==> config.mk <==
export PLATFORM = sky130hd
export DESIGN_NAME = reshape_out_flat
export DESIGN_NICKNAME = d
export VERILOG_FILES = /design/src/rtl/reshape_out_pkg.sv /design/src/rtl/reshape_out_if.sv /design/src/rtl/reshape_out_idx.sv /design/src/rtl/reshape_out.sv /design/src/flat_wrapper.sv
export SDC_FILE = /design/constraint.sdc
export NUM_CORES = 1
export LEC_CHECK = 0
export ABC_AREA = 1
export BUFFER_PORTS_ARGS = -buffer_cell sky130_fd_sc_hd__buf_2
export CAP_MARGIN = 30
export CORE_MARGIN = 2
export CORE_UTILIZATION = 60
export CTS_BUF_LIST = sky130_fd_sc_hd__clkbuf_4 sky130_fd_sc_hd__clkbuf_8
export CTS_CLUSTER_SIZE = 40
export DETAILED_ROUTE_END_ITERATION = 6
export PLACE_DENSITY = 0.87
export SYNTH_ARGS = -nofsm -noshare
export SYNTH_HDL_FRONTEND = slang
export SYNTH_HIERARCHICAL = 1
export SYNTH_SLANG_ARGS = --single-unit
==> constraint.sdc <==
create_clock -name clk -period 3.63 [get_ports clk]
set_input_delay 0.1815 -clock clk [delete_from_list [all_inputs] [get_ports clk]]
set_output_delay 0.1815 -clock clk [all_outputs]
set_load 0.01 [all_outputs]
==> src/rtl/reshape_out_pkg.sv <==
// Shared definitions for the result-side reshaper: default array geometry,
// word/address widths, FSM state encoding and a counter-width helper.
// Element slice convention: element 0 occupies the most-significant DWIDTH bits.
package reshape_out_pkg;

    localparam int DEF_DWIDTH = 8;
    localparam int DEF_AWIDTH = 8;
    localparam int DEF_PE_ROW = 2;
    localparam int DEF_PE_COL = 2;

    typedef enum logic [1:0] {
        IDLE  = 2'b00,
        STORE = 2'b01,
        DONE  = 2'b11
    } state_t;

    // Width of a counter that must hold 0..n-1; never narrower than one bit.
    function automatic int cnt_w(input int n);
        return (n > 1) ? $clog2(n) : 1;
    endfunction

endpackage

==> src/rtl/reshape_out_if.sv <==
// Vector-in / word-out bus of the reshape_out block.
// slave  : the reshaper itself (consumes vectors, produces memory writes).
// master : the surrounding logic (PE array result side plus result memory).
interface reshape_out_if #(
    parameter int DWIDTH = 8,
    parameter int AWIDTH = 8,
    parameter int NUM_EL = 4
) ();

    logic [NUM_EL*DWIDTH-1:0] din;
    logic                     in_valid;
    logic                     in_ready;
    logic [AWIDTH-1:0]        base_addr;
    logic                     store_en;
    logic [AWIDTH-1:0]        store_addr;
    logic [DWIDTH-1:0]        store_data;
    logic                     store_ready;
    logic                     done;

    modport slave (
        input  din, in_valid, base_addr, store_ready,
        output in_ready, store_en, store_addr, store_data, done
    );

    modport master (
        output din, in_valid, base_addr, store_ready,
        input  in_ready, store_en, store_addr, store_data, done
    );

endinterface

==> src/rtl/reshape_out_idx.sv <==
// Word counter and element-index generator for reshape_out.
// Produces the element index of the word that follows the one currently
// presented, and a flag marking the last word of the vector.
// Build option RESHAPE_OUT_TRANSPOSE_EN: column-major order from a
// (row, col) counter pair, row advancing fastest; no divider is needed.
module reshape_out_idx
    import reshape_out_pkg::*;
#(
    parameter int PE_ROW = DEF_PE_ROW,
    parameter int PE_COL = DEF_PE_COL,
    parameter int NUM_EL = PE_ROW * PE_COL,
    parameter int IDX_W  = cnt_w(NUM_EL)
) (
    input  logic             clk,
    input  logic             rst_n,
    input  logic             load,      // new vector accepted: restart at word 0
    input  logic             advance,   // current word accepted and not last
    output logic [IDX_W-1:0] idx_next,  // element index of the following word
    output logic             last       // current word is the final one
);

    // NOTE: state registers use non-blocking (<=) assignments so every flop
    // samples pre-edge values; blocking here would create order-dependent races.

`ifdef RESHAPE_OUT_TRANSPOSE_EN
    localparam int ROW_W = cnt_w(PE_ROW);
    localparam int COL_W = cnt_w(PE_COL);
    localparam logic [ROW_W-1:0] ROW_LAST = ROW_W'(PE_ROW - 1);
    localparam logic [COL_W-1:0] COL_LAST = COL_W'(PE_COL - 1);

    logic [ROW_W-1:0] row_q, row_n;
    logic [COL_W-1:0] col_q, col_n;
    logic             row_wrap;

    assign row_wrap = (row_q == ROW_LAST);
    assign row_n    = row_wrap ? '0 : row_q + ROW_W'(1);
    assign col_n    = row_wrap ? col_q + COL_W'(1) : col_q;

    // Row/column position of the word currently presented.
    always_ff @(posedge clk or negedge rst_n) begin
        if (!rst_n) begin
            row_q <= '0;
            col_q <= '0;
        end else if (load) begin
            row_q <= '0;
            col_q <= '0;
        end else if (advance) begin
            row_q <= row_n;
            col_q <= col_n;
        end
    end

    assign idx_next = IDX_W'(row_n) * IDX_W'(PE_COL) + IDX_W'(col_n);
    assign last     = row_wrap && (col_q == COL_LAST);
`else
    localparam logic [IDX_W-1:0] K_LAST = IDX_W'(NUM_EL - 1);

    logic [IDX_W-1:0] k_q;

    // Index of the word currently presented; equals its element index.
    always_ff @(posedge clk or negedge rst_n) begin
        if (!rst_n) begin
            k_q <= '0;
        end else if (load) begin
            k_q <= '0;
        end else if (advance) begin
            k_q <= k_q + IDX_W'(1);
        end
    end

    assign idx_next = k_q + IDX_W'(1);
    assign last     = (k_q == K_LAST);
`endif

endmodule

==> src/rtl/reshape_out.sv <==
// reshape_out: serialises one packed PE-array result vector into single-word
// memory writes at consecutive addresses (base, base+1, ... modulo 2^AWIDTH).
// One vector is buffered at a time; a new one is accepted only from IDLE.
// Build option RESHAPE_OUT_TRANSPOSE_EN selects column-major word order
// (handled inside reshape_out_idx); timing is identical in both builds.
module reshape_out
    import reshape_out_pkg::*;
#(
    parameter int DWIDTH = DEF_DWIDTH,
    parameter int AWIDTH = DEF_AWIDTH,
    parameter int PE_ROW = DEF_PE_ROW,
    parameter int PE_COL = DEF_PE_COL
) (
    input  logic          clk,
    input  logic          rst_n,
    reshape_out_if.slave  bus
);

    localparam int NUM_EL = PE_ROW * PE_COL;
    localparam int VW     = NUM_EL * DWIDTH;
    localparam int IDX_W  = cnt_w(NUM_EL);

    state_t            state_q, state_n;
    logic [VW-1:0]     buf_q, buf_d;
    logic              in_ready_q, in_ready_d;
    logic              store_en_q, store_en_d;
    logic [AWIDTH-1:0] addr_q, addr_d;
    logic [DWIDTH-1:0] data_q, data_d;
    logic              done_q, done_d;

    logic              accept_in;
    logic              accept_wr;
    logic              idx_last;
    logic [IDX_W-1:0]  idx_next;
    logic [VW-1:0]     buf_shift;

    assign accept_in = (state_q == IDLE) && bus.in_valid && in_ready_q;
    assign accept_wr = (state_q == STORE) && bus.store_ready;

    reshape_out_idx #(
        .PE_ROW (PE_ROW),
        .PE_COL (PE_COL),
        .NUM_EL (NUM_EL),
        .IDX_W  (IDX_W)
    ) u_idx (
        .clk      (clk),
        .rst_n    (rst_n),
        .load     (accept_in),
        .advance  (accept_wr && !idx_last),
        .idx_next (idx_next),
        .last     (idx_last)
    );

    // Element idx_next moved down to the least-significant slice.
    assign buf_shift = buf_q >> (DWIDTH * (NUM_EL - 1 - int'(idx_next)));

    // FSM state register.
    always_ff @(posedge clk or negedge rst_n) begin
        if (!rst_n) begin
            state_q <= IDLE;
        end else begin
            state_q <= state_n;
        end
    end

    // FSM next-state logic.
    always_comb begin
        // NOTE: assigning every combinational output a default first keeps all
        // paths covered, so no latch is inferred when a branch omits it.
        state_n = state_q;
        case (state_q)
            IDLE:    if (accept_in) state_n = STORE;
            STORE:   if (accept_wr && idx_last) state_n = DONE;
            DONE:    state_n = IDLE;
            default: state_n = IDLE;
        endcase
    end

    // FSM output logic: next values of the buffer and the registered store port.
    always_comb begin
        buf_d      = buf_q;
        store_en_d = store_en_q;
        addr_d     = addr_q;
        data_d     = data_q;
        done_d     = 1'b0;
        case (state_q)
            IDLE: begin
                if (accept_in) begin
                    buf_d      = bus.din;
                    store_en_d = 1'b1;
                    addr_d     = bus.base_addr;
                    // Word 0 is element 0 in either order.
                    data_d     = bus.din[VW-1 -: DWIDTH];
                end
            end
            STORE: begin
                if (accept_wr) begin
                    if (idx_last) begin
                        store_en_d = 1'b0;
                        done_d     = 1'b1;
                    end else begin
                        addr_d = addr_q + AWIDTH'(1);
                        data_d = buf_shift[DWIDTH-1:0];
                    end
                end
            end
            default: ;
        endcase
    end

    assign in_ready_d = (state_n == IDLE);

    // Vector buffer and store-port registers.
    always_ff @(posedge clk or negedge rst_n) begin
        if (!rst_n) begin
            // NOTE: the vector buffer is cleared on reset so a discarded vector
            // can never leak into later writes; it is flops, not a RAM macro.
            buf_q      <= '0;
            in_ready_q <= 1'b0;
            store_en_q <= 1'b0;
            addr_q     <= '0;
            data_q     <= '0;
            done_q     <= 1'b0;
        end else begin
            buf_q      <= buf_d;
            in_ready_q <= in_ready_d;
            store_en_q <= store_en_d;
            addr_q     <= addr_d;
            data_q     <= data_d;
            done_q     <= done_d;
        end
    end

    assign bus.in_ready   = in_ready_q;
    assign bus.store_en   = store_en_q;
    assign bus.store_addr = addr_q;
    assign bus.store_data = data_q;
    assign bus.done       = done_q;

endmodule

==> src/flat_wrapper.sv <==
// flat-port wrapper written by rule: the top's interface ports become plain ports
module reshape_out_flat import reshape_out_pkg::*;
#(
    parameter int DWIDTH = DEF_DWIDTH,
    parameter int AWIDTH = DEF_AWIDTH,
    parameter int PE_ROW = DEF_PE_ROW,
    parameter int PE_COL = DEF_PE_COL
)
  (clk, rst_n, bus_din, bus_in_valid, bus_base_addr, bus_store_ready, bus_in_ready, bus_store_en, bus_store_addr, bus_store_data, bus_done);
  reshape_out_if #(.DWIDTH(DWIDTH), .AWIDTH(AWIDTH), .NUM_EL(((2) * (2)))) bus_i ();
  input  logic clk;
  input  logic rst_n;
  input wire logic [$bits(bus_i.din)-1:0] bus_din;
  input wire logic [$bits(bus_i.in_valid)-1:0] bus_in_valid;
  input wire logic [$bits(bus_i.base_addr)-1:0] bus_base_addr;
  input wire logic [$bits(bus_i.store_ready)-1:0] bus_store_ready;
  output wire logic [$bits(bus_i.in_ready)-1:0] bus_in_ready;
  output wire logic [$bits(bus_i.store_en)-1:0] bus_store_en;
  output wire logic [$bits(bus_i.store_addr)-1:0] bus_store_addr;
  output wire logic [$bits(bus_i.store_data)-1:0] bus_store_data;
  output wire logic [$bits(bus_i.done)-1:0] bus_done;
  assign bus_i.din = bus_din;
  assign bus_i.in_valid = bus_in_valid;
  assign bus_i.base_addr = bus_base_addr;
  assign bus_i.store_ready = bus_store_ready;
  assign bus_in_ready = bus_i.in_ready;
  assign bus_store_en = bus_i.store_en;
  assign bus_store_addr = bus_i.store_addr;
  assign bus_store_data = bus_i.store_data;
  assign bus_done = bus_i.done;
  reshape_out #(.DWIDTH(DWIDTH), .AWIDTH(AWIDTH), .PE_ROW(PE_ROW), .PE_COL(PE_COL)) u_core (.clk(clk), .rst_n(rst_n), .bus(bus_i));
endmodule
==> results.toml, run 1 <==
[die]
die_w_um = 71.3
pin_count = 63
die_y_um = 71.3
start_util_pct = 62.4
die_area_sq_mm = 0.00508
core_sq_mm = 0.00435
rows = 24

[drt]
routed_wl_um = 5650
first_iter_violations = 191
ant_nets = 0
first_pass_iters = 4
wire_per_inst_um = 12.1
num_vias = 2454
via_per_inst = 5.24
drc = 0

[worst_hold_path]
hold_path.class = "in -> async"

[power_and_ir_drop]
p_int_mw = 1.55
power.density_mw_per_mm2 = 896
seqPwrFrac_pct = 38.9
leakage_nw = 1.73
ir_drop_mv = 0.480
swShare_pct = 44.4
power.switching_mw = 1.24
comb_power_share_pct = 49.3
clkPwrFrac_pct = 11.8

[logic_synthesis]
yosys_warnings = 6
yosysSeqAreaShare_pct = 50.7
synth_area_sq_mm = 0.00272
synthCells = 359
synthTopCellsByArea = "dfrtp_1, nand2_1, nor2_1, o21ai_0, inv_1"
synth_area_leader_cell = "dfrtp_1"
synth_top_area_share_pct = 50.7
ys_types = 25
avgSynthCellArea_sq_um = 7.56
ys_ff_latch = 55
synth_nets = 405

[final_layout]
nets = 462
final_common_cell = "nand2_1"
fill_cells = 362
final-instance-count-excl-fill = 468
design_area_sq_mm = 0.00312
area_growth_pct = 14.8
diodes = 0
drive_gt1_share_pct = 21.2
layout_common_cells = "nand2_1, buf_2, dfrtp_1, nor2_1, inv_1"

[cts]
hold_buffers = 0
clkLatencyLatePin_ns = 0.30
cts_tree = "done"
path_clk_slew_ns = 0.09
cts.repair.resized = 0
cts_root_buf = "clkbuf_8"
post-cts-setup-buffers = 0
cts_max_path_buffers = 2
clkSinkCount = 55
h-tree-depth = 2
cts_made_buffers = 5

[timing]
maxSlewViolCount = 0
max_freq_mhz = 543
relSlewSlack_pct = 56.0
fin_skew_ns = 0.00539
min_period_ns = 1.84
min_period_over_period_pct = 50.8
setup_viol = 0
hold_viol = 13
whs_ns = -0.0201
tightest_slew_ns = 0.660
rsz0062_at_grt = "no"
setup_tns_ns = 0

[worst_setup_path]
cp_max_fo = 23
end_kind = "register"
start_kind = "register"
crit_type = "reg -> reg"
cp.arrival_ns = 2.04
crit_required_ns = 3.83

[flow_run]
cap_violations = 0

[grt]
antenna_found_initial = 0
grt_pass1_wl_um = 9940
grt_overflow = 0
grt_usage_pct = 24.3
grt_max_degree = 56
grt_pass1_vias = 2361

[placement]
place_inst = 461
place_area_sq_mm = 0.00303
routabilityCongestion = 0.874
io_buffers = 62
dp_hpwl_um = 4020

[status]
status = "finished with violations"
failed_checks = "hold timing"
stage by stage:
stage / total power [mW] / hold WS [ns] / utilization [%] / setup slack [ns]
4_1_cts: 2.80 / 0.0121 / 71.6 / 1.80
6_report: 2.79 / -0.0201 / 71.6 / 1.79
3_3_place_gp: 2.40 / 0.345 / 69.6 / 1.94
5_1_grt: 3.09 / 0.0646 / 71.6 / 1.63
3_5_place_dp: 2.47 / 0.343 / 69.6 / 1.82
2_1_floorplan: 2.12 / -0.114 / - / 2.24
critical path: stages, from the launching register on:
cell and delay, ns:
dfrtp_1 0.45, inv_2 0.09, nand2_2 0.20, inv_2 0.39
nand2_1 0.18, nor2_1 0.24, nor2_1 0.08, nand2_1 0.07
nand2_1 0.05
synthesized netlist by cell type (all sizes together):
| master | count |
|---|---|
| nand4 | 1 |
| nor2 | 44 |
| a21boi | 1 |
| nand3 | 18 |
| dfrtp | 55 |
| nand3b | 1 |
| xor2 | 1 |
| inv | 29 |
| nor3 | 1 |
| or2 | 3 |
| nand2 | 144 |
| o21ai | 31 |
| clkbuf | 3 |
| a21oi | 10 |
| ha | 2 |
| o211ai | 3 |
| buf | 12 |
flip-flops by register name (all words and copies together) (netlist names):
register / cells
u_core/state_q: 2
u_core/buf_q: 32
u_core/bus.in_ready: 1
u_core/bus.done: 1
u_core/bus.store_addr: 8
u_core/u_idx/k_q: 2
u_core/bus.store_data: 8
u_core/bus.store_en: 1
final cells by class:
type | count | area, sq um | share of cell area, %
Timing Repair Buffer | 65 | 333 | 10.7
Inverter | 29 | 109 | 3.49
Sequential cell | 55 | 1380 | 44.1
Clock buffer | 6 | 82.6 | 2.65
Clock inverter | 1 | 5.00 | 0.161
Tap cell | 52 | 65.1 | 2.09
Multi-Input combinational cell | 260 | 1150 | 36.8
kinds of logic (layout without fill, tap and decap cells):
group,Yosys count,after routing,share of synthesized area (%)
flip-flops,55,55,50.7
buffers and inverters,44,101,7.05
AND/OR/NAND/NOR,212,212,31.7
adder cells (fa/ha/maj),2,2,0.922
AO/OA/AOI/OAI,45,45,9.35
XOR/XNOR,1,1,0.323
final timing paths:
kind                                                             end  depth (start not counted)                        start  slack [ns]
worst max-delay path                 u_core/u_idx/k_q[1]$_DFFE_PN0P_                          8  u_core/state_q[1]$_DFF_PN0_        1.79
worst min-delay path            u_core/bus.store_addr[6]$_DFFE_PN0P_                          2                        rst_n       -0.02
worst max register to register       u_core/u_idx/k_q[1]$_DFFE_PN0P_                          8  u_core/state_q[1]$_DFF_PN0_        1.79
worst min register to register           u_core/buf_q[4]$_DFFE_PN0P_                          2  u_core/buf_q[4]$_DFFE_PN0P_        0.48
max in group asynchronous               u_core/buf_q[12]$_DFFE_PN0P_                          2                        rst_n        3.20
min in group clk                         u_core/buf_q[9]$_DFFE_PN0P_                          3                   bus_din[9]        0.08
power groups by stage:
stage	logic [mW]	clock network, mW	registers [mW]
global route	1.60	0.364	1.12
floorplan	1.02	0	1.10
global placement	1.31	0	1.08
finish	1.38	0.330	1.09
detailed placement	1.37	0	1.10
CTS	1.38	0.336	1.09
layer usage:
metal  share of wire, %  wire length (um)  GRT usage, %  vias up
li1                   -                 -             -     1227
met1                 44              2480          32.3     1138
met2                 49              2760          40.2       83
met3                6.4               361          4.36        6
met4               0.87                49          8.81        0
met5                  0                 0             0        -
(Power assumes the default switching activity.)
==> inputs of run 2 (changes only) <==
--- a/config.mk
+++ b/config.mk
@@ -9,11 +9,11 @@
 export BUFFER_PORTS_ARGS = -buffer_cell sky130_fd_sc_hd__buf_2
 export CAP_MARGIN = 30
 export CORE_MARGIN = 2
-export CORE_UTILIZATION = 60
+export CORE_UTILIZATION = 50
 export CTS_BUF_LIST = sky130_fd_sc_hd__clkbuf_4 sky130_fd_sc_hd__clkbuf_8
 export CTS_CLUSTER_SIZE = 40
 export DETAILED_ROUTE_END_ITERATION = 6
-export PLACE_DENSITY = 0.87
+export PLACE_DENSITY = 0.77
 export SYNTH_ARGS = -nofsm -noshare
 export SYNTH_HDL_FRONTEND = slang
 export SYNTH_HIERARCHICAL = 1
==> constraint.sdc (replaced) <==
create_clock -name clk -period 1.5 [get_ports clk]
set_input_delay 0.075 -clock clk [delete_from_list [all_inputs] [get_ports clk]]
set_output_delay 0.075 -clock clk [all_outputs]
set_load 0.01 [all_outputs]
==> run 2 against run 1 <==
Compared with the run above:
- wire length grew 17%
- count of clock-buffer cells in the layout unchanged
- power grew to 2.7 times the previous value
- the flow now finishes without violations
- critical path depth down 1
- worst hold slack improved by 0.033 ns
- design area increased by 15%
- first-iteration DRC count is 16% lower
- sequential share of layout area shrank 5.6 points
- die area increased by 19%
- global-route usage down 1.1 points
- sequential cell count unchanged
==> results.toml, run 2 (synthesis gave the netlist of run 1 again) <==
[cts]
post-cts-setup-buffers = 0
cts_tree = "done"
cts_root_buf = "clkbuf_8"
clkSinkCount = 55
path_clk_slew_ns = 0.10
cts_made_buffers = 5
cts_max_path_buffers = 2
clkLatencyLatePin_ns = 0.30
h-tree-depth = 2

[timing]
min_period_over_period_pct = 96.0
fin_skew_ns = 0.00314
setup_viol = 0
rsz0062_at_grt = "yes"
maxSlewViolCount = 0
setup_slack_ns = 0.0598
relSlewSlack_pct = 62.3
tightest_slew_ns = 0.565
hold_viol = 0
min_period_ns = 1.44
setup_tns_ns = 0
max_freq_mhz = 694

[worst_setup_path]
crit_path_max_incr_delay_ns = 0.43
crit_top_cell = "nand2_1"
crit_required_ns = 1.75
critical_path_buf_inv_count = 1
cp_max_fo = 21
cp.arrival_ns = 1.69
crit_type = "reg -> reg"
end_kind = "register"
start_kind = "register"
crit_chain = "ha_2 > a21oi_4 > nand3_4 > buf_12 > a21oi_2 > nand2_1 > nand2_1"
cpLargestDelayFamily = "flip-flops"
critPathSlowestCell = "dfrtp_1"

[final_layout]
layout_common_cells = "nand2_1, buf_2, dfrtp_1, nor2_1, dlygate4sd3_1"
seq_area_sq_mm = 0.00138
final-instance-count-excl-fill = 524
largest_reg_flops = 32
final_common_cell = "nand2_1"
design_area_sq_mm = 0.00358
top_register = "u_core/buf_q"
drive_gt1_share_pct = 23.6
area_growth_pct = 31.8
multi_input_area_sq_mm = 0.00118
nets = 499
fill_cells = 420
diodes = 0

[power_and_ir_drop]
leakage_nw = 1.91
comb_power_share_pct = 51.4
power.switching_mw = 3.26
power.density_mw_per_mm2 = 2110
seqPwrFrac_pct = 35.1
clkPwrFrac_pct = 13.5
p_int_mw = 4.30
ir_drop_mv = 0.926
swShare_pct = 43.1
power.total_mw = 7.56

[drt]
num_vias = 2613
first_pass_iters = 5
via_per_inst = 4.99
ant_nets = 0
first_iter_violations = 161
wire_per_inst_um = 12.6
routed_wl_um = 6620
drc = 0

[placement]
io_buffers = 62
place_area_sq_mm = 0.00315
routabilityCongestion = 0.838
dp_slack_ns = -0.0228
dp_hpwl_um = 4310
place_inst = 489

[die]
pin_count = 63
start_util_pct = 52.5
core_sq_mm = 0.00517
die_w_um = 77.7
rows = 26
die_area_sq_mm = 0.00604
die_y_um = 77.7

[worst_hold_path]
hold_path.class = "in -> reg"

[flow_run]
cap_violations = 0

[grt]
grt_pass1_vias = 2585
antenna_found_initial = 0
grt_pass1_wl_um = 11300
grt_overflow = 0
grt_usage_pct = 23.1
grt_max_degree = 56

[status]
status = "completed"
run 2: cell count changes in the layout (fill, tap and decap cells not counted), sizes merged:
cell         before  now
clkinv            1    2
nor2             44   45
dlygate4sd3       0   26
inv              29   28
buf              65   75
bufinv            0    1
run 2: final timing paths:
kind | from | end | slack, ns | cells after the start
worst max-delay path | u_core/u_idx/k_q[0]$_DFFE_PN0P_ | u_core/bus.store_data[1]$_DFFE_PN0P_ | 0.06 | 7
worst min-delay path | bus_din[31] | u_core/buf_q[31]$_DFFE_PN0P_ | 0.01 | 3
worst max register to register | u_core/u_idx/k_q[0]$_DFFE_PN0P_ | u_core/bus.store_data[1]$_DFFE_PN0P_ | 0.06 | 7
min in group asynchronous | rst_n | u_core/bus.store_en$_DFFE_PN0P_ | 0.29 | 3
max in group asynchronous | rst_n | u_core/buf_q[31]$_DFFE_PN0P_ | 0.97 | 3
worst min register to register | u_core/buf_q[3]$_DFFE_PN0P_ | u_core/buf_q[3]$_DFFE_PN0P_ | 0.48 | 2
run 2: tightest hold or removal path: stages:
cell and delay (ns):
buf_2 0.09, nand2_1 0.05, nand2_1 0.07
run 2: layout make-up:
| cell class | instances | area share [%] |
|---|---|---|
| flip-flops and latches | 55 | 38.5 |
| multi-input cells | 261 | 33.1 |
| repair buffers | 101 | 19.5 |
| inverters | 29 | 3.18 |
| well taps | 70 | 2.45 |
| clock buffers | 6 | 2.31 |
| clock inverters | 2 | 0.979 |
run 2: power by group through the flow:
stage | clock, mW | sequential [mW] | combinational [mW]
4_1_cts | 1.03 | 2.63 | 3.72
3_3_place_gp | 0 | 2.64 | 3.51
6_report | 1.02 | 2.65 | 3.88
2_1_floorplan | 0 | 2.67 | 2.47
5_1_grt | 1.11 | 2.74 | 4.41
3_5_place_dp | 0 | 2.66 | 3.63
run 2: timing repair:
action                                  in CTS  in global routing
endpoints found under the setup margin      13                 18
pin swaps                                    0                  2
hold endpoints to repair                    80                  0
gates cloned                                 0                  1
hold buffers                                26                  0
gates resized for setup                      0                 13
run 2: metrics by stage:
step | util [%] | hold WS (ns)
5_1_grt | 69.2 | 0.0131
3_5_place_dp | 61.0 | 0.0949
2_1_floorplan | - | -0.221
6_report | 69.2 | 0.0126
4_1_cts | 68.3 | 0.000823
3_3_place_gp | 61.0 | 0.0954
run 2: layer usage:
layer	global-route usage (%)	vias to the layer above	part of all wire [%]
li1	-	1301	-
met1	29.4	1225	44
met2	40.5	78	50
met3	3.72	9	5.3
met4	6.96	0	0.97
met5	0	-	0
==> inputs of run 3 (changes only) <==
--- a/config.mk
+++ b/config.mk
@@ -14,6 +14,7 @@
 export CTS_CLUSTER_SIZE = 40
 export DETAILED_ROUTE_END_ITERATION = 6
 export PLACE_DENSITY = 0.77
+export RECOVER_POWER = 50
 export SYNTH_ARGS = -nofsm -noshare
 export SYNTH_HDL_FRONTEND = slang
 export SYNTH_HIERARCHICAL = 1
==> run 3 against run 2 <==
Compared with the run above:
- design area is 0.52% lower
- setup slack better by 0.0065 ns
- non-clock buffer count stayed put
- combinational power hardly changed
- sequential share of layout area is 0.20 points higher
- critical path type unchanged
- critical endpoint unchanged
==> results.toml, run 3 (synthesis gave the netlist of run 1 again) <==
[status]
status = "completed"

[power_and_ir_drop]
power.switching_mw = 3.25
seqPwrFrac_pct = 35.2
p_int_mw = 4.28
leakage_nw = 1.89
comb_power_share_pct = 51.3
clkPwrFrac_pct = 13.5
ir_drop_mv = 0.922
swShare_pct = 43.2
power.density_mw_per_mm2 = 2120

[worst_setup_path]
start_kind = "register"
cp.arrival_ns = 1.68
crit_required_ns = 1.75
reg2reg_slack_ns = 0.07
end_kind = "register"
crit_type = "reg -> reg"
cp_max_fo = 21

[timing]
maxSlewViolCount = 0
tightest_slew_ns = 0.759
min_period_ns = 1.43
hold_viol = 0
fin_skew_ns = 0.00411
min_period_over_period_pct = 95.6
setup_viol = 0
max_freq_mhz = 697
relSlewSlack_pct = 49.4
rsz0062_at_grt = "yes"

[final_layout]
final-instance-count-excl-fill = 524
layout_common_cells = "nand2_1, buf_2, dfrtp_1, nor2_1, dlygate4sd3_1"
design_area_sq_mm = 0.00356
largest_reg_flops = 32
top_register = "u_core/buf_q"
drive_gt1_share_pct = 22.5
final_common_cell = "nand2_1"
area_growth_pct = 31.1
nets = 499
final_util_pct = 68.8
diodes = 0

[drt]
ant_nets = 0
drc = 0
routed_wl_um = 6640
first_pass_iters = 5
via_per_inst = 4.96
num_vias = 2600
first_iter_violations = 193
wire_per_inst_um = 12.7

[placement]
place_area_sq_mm = 0.00315
routabilityCongestion = 0.838
dp_hpwl_um = 4310
io_buffers = 62
place_inst = 489

[die]
rows = 26
die_y_um = 77.7
die_area_sq_mm = 0.00604
start_util_pct = 52.5
core_sq_mm = 0.00517
die_w_um = 77.7
pin_count = 63

[cts]
path_clk_slew_ns = 0.10
clkSinkCount = 55
clkLatencyLatePin_ns = 0.30
cts_made_buffers = 5
post-cts-setup-buffers = 0
cts_tree = "done"
cts_root_buf = "clkbuf_8"
cts_max_path_buffers = 2
h-tree-depth = 2

[grt]
grt_pass1_vias = 2585
antenna_found_initial = 0
grt_pass1_wl_um = 11300
grt_overflow = 0
grt_max_degree = 56
grt_usage_pct = 23.1

[flow_run]
cap_violations = 0

[worst_hold_path]
hold_path.class = "in -> reg"
==> run 3: cell count changes in the layout (fill, tap and decap cells not counted), sizes merged <==
| cell | previous run | this run |
|---|---|---|
| clkbuf | 6 | 12 |
| buf | 75 | 69 |
==> run 3: stage by stage <==
step                total power, mW  setup slack (ns)  hold WS [ns]  TNS (ns)
floorplan                      5.14             0.113        -0.221         0
global placement               6.15          -0.00177        0.0954  -0.00177
detailed placement             6.29           -0.0228        0.0949   -0.0337
CTS                            7.38           -0.0541      0.000823    -0.476
global route                   8.24           -0.0486        0.0131    -0.206
finish                         7.53            0.0662        0.0121         0
==> run 3: path summary, 6_finish.rpt <==
check / to / startpoint / cells after the start
hold / removal: u_core/buf_q[31]$_DFFE_PN0P_ / bus_din[31] / 3
setup reg to reg: u_core/bus.store_data[1]$_DFFE_PN0P_ / u_core/u_idx/k_q[0]$_DFFE_PN0P_ / 7
max in group asynchronous: u_core/state_q[0]$_DFF_PN0_ / rst_n / 3
setup / recovery: u_core/bus.store_data[1]$_DFFE_PN0P_ / u_core/u_idx/k_q[0]$_DFFE_PN0P_ / 7
min in group asynchronous: u_core/bus.store_en$_DFFE_PN0P_ / rst_n / 3
hold reg to reg: u_core/buf_q[3]$_DFFE_PN0P_ / u_core/buf_q[3]$_DFFE_PN0P_ / 2
==> run 3: power groups by stage <==
stage	clock network [mW]	registers (mW)	logic, mW
floorplan	0	2.67	2.47
global placement	0	2.64	3.51
detailed placement	0	2.66	3.63
CTS	1.03	2.63	3.72
global route	1.11	2.74	4.39
finish	1.02	2.65	3.86
==> run 3: what timing repair did <==
item                                    4_1_cts  5_1_grt
hold endpoints to repair                     80        0
resized for setup                             0       13
pin swaps                                     0        2
endpoints found under the setup margin       13       18
cloned                                        0        1
hold buffers                                 26        0
==> run 3: per-layer routing <==
metal | up-vias | GRT usage [%] | wire (um)
li1 | 1301 | - | -
met5 | - | 0 | 0
met1 | 1224 | 29.4 | 2920
met2 | 69 | 40.5 | 3350
met3 | 6 | 3.72 | 319
met4 | 0 | 6.96 | 55
==> run 3: layout make-up <==
cell class | instances | area, sq um
inverters | 29 | 114
clock buffers | 6 | 82.6
fillers | 422 | 1610
multi-input cells | 261 | 1180
clock inverters | 2 | 35.0
repair buffers | 101 | 678
flip-flops and latches | 55 | 1380
well taps | 70 | 87.6
==> run 3: critical path, cell delays in order, from the launching register on <==
cell     delay [ns]
dfrtp_1        0.43
ha_2           0.25
a21oi_4        0.20
nand3_4        0.12
buf_12         0.17
a21oi_2        0.10
nand2_1        0.06
nand2_1        0.05
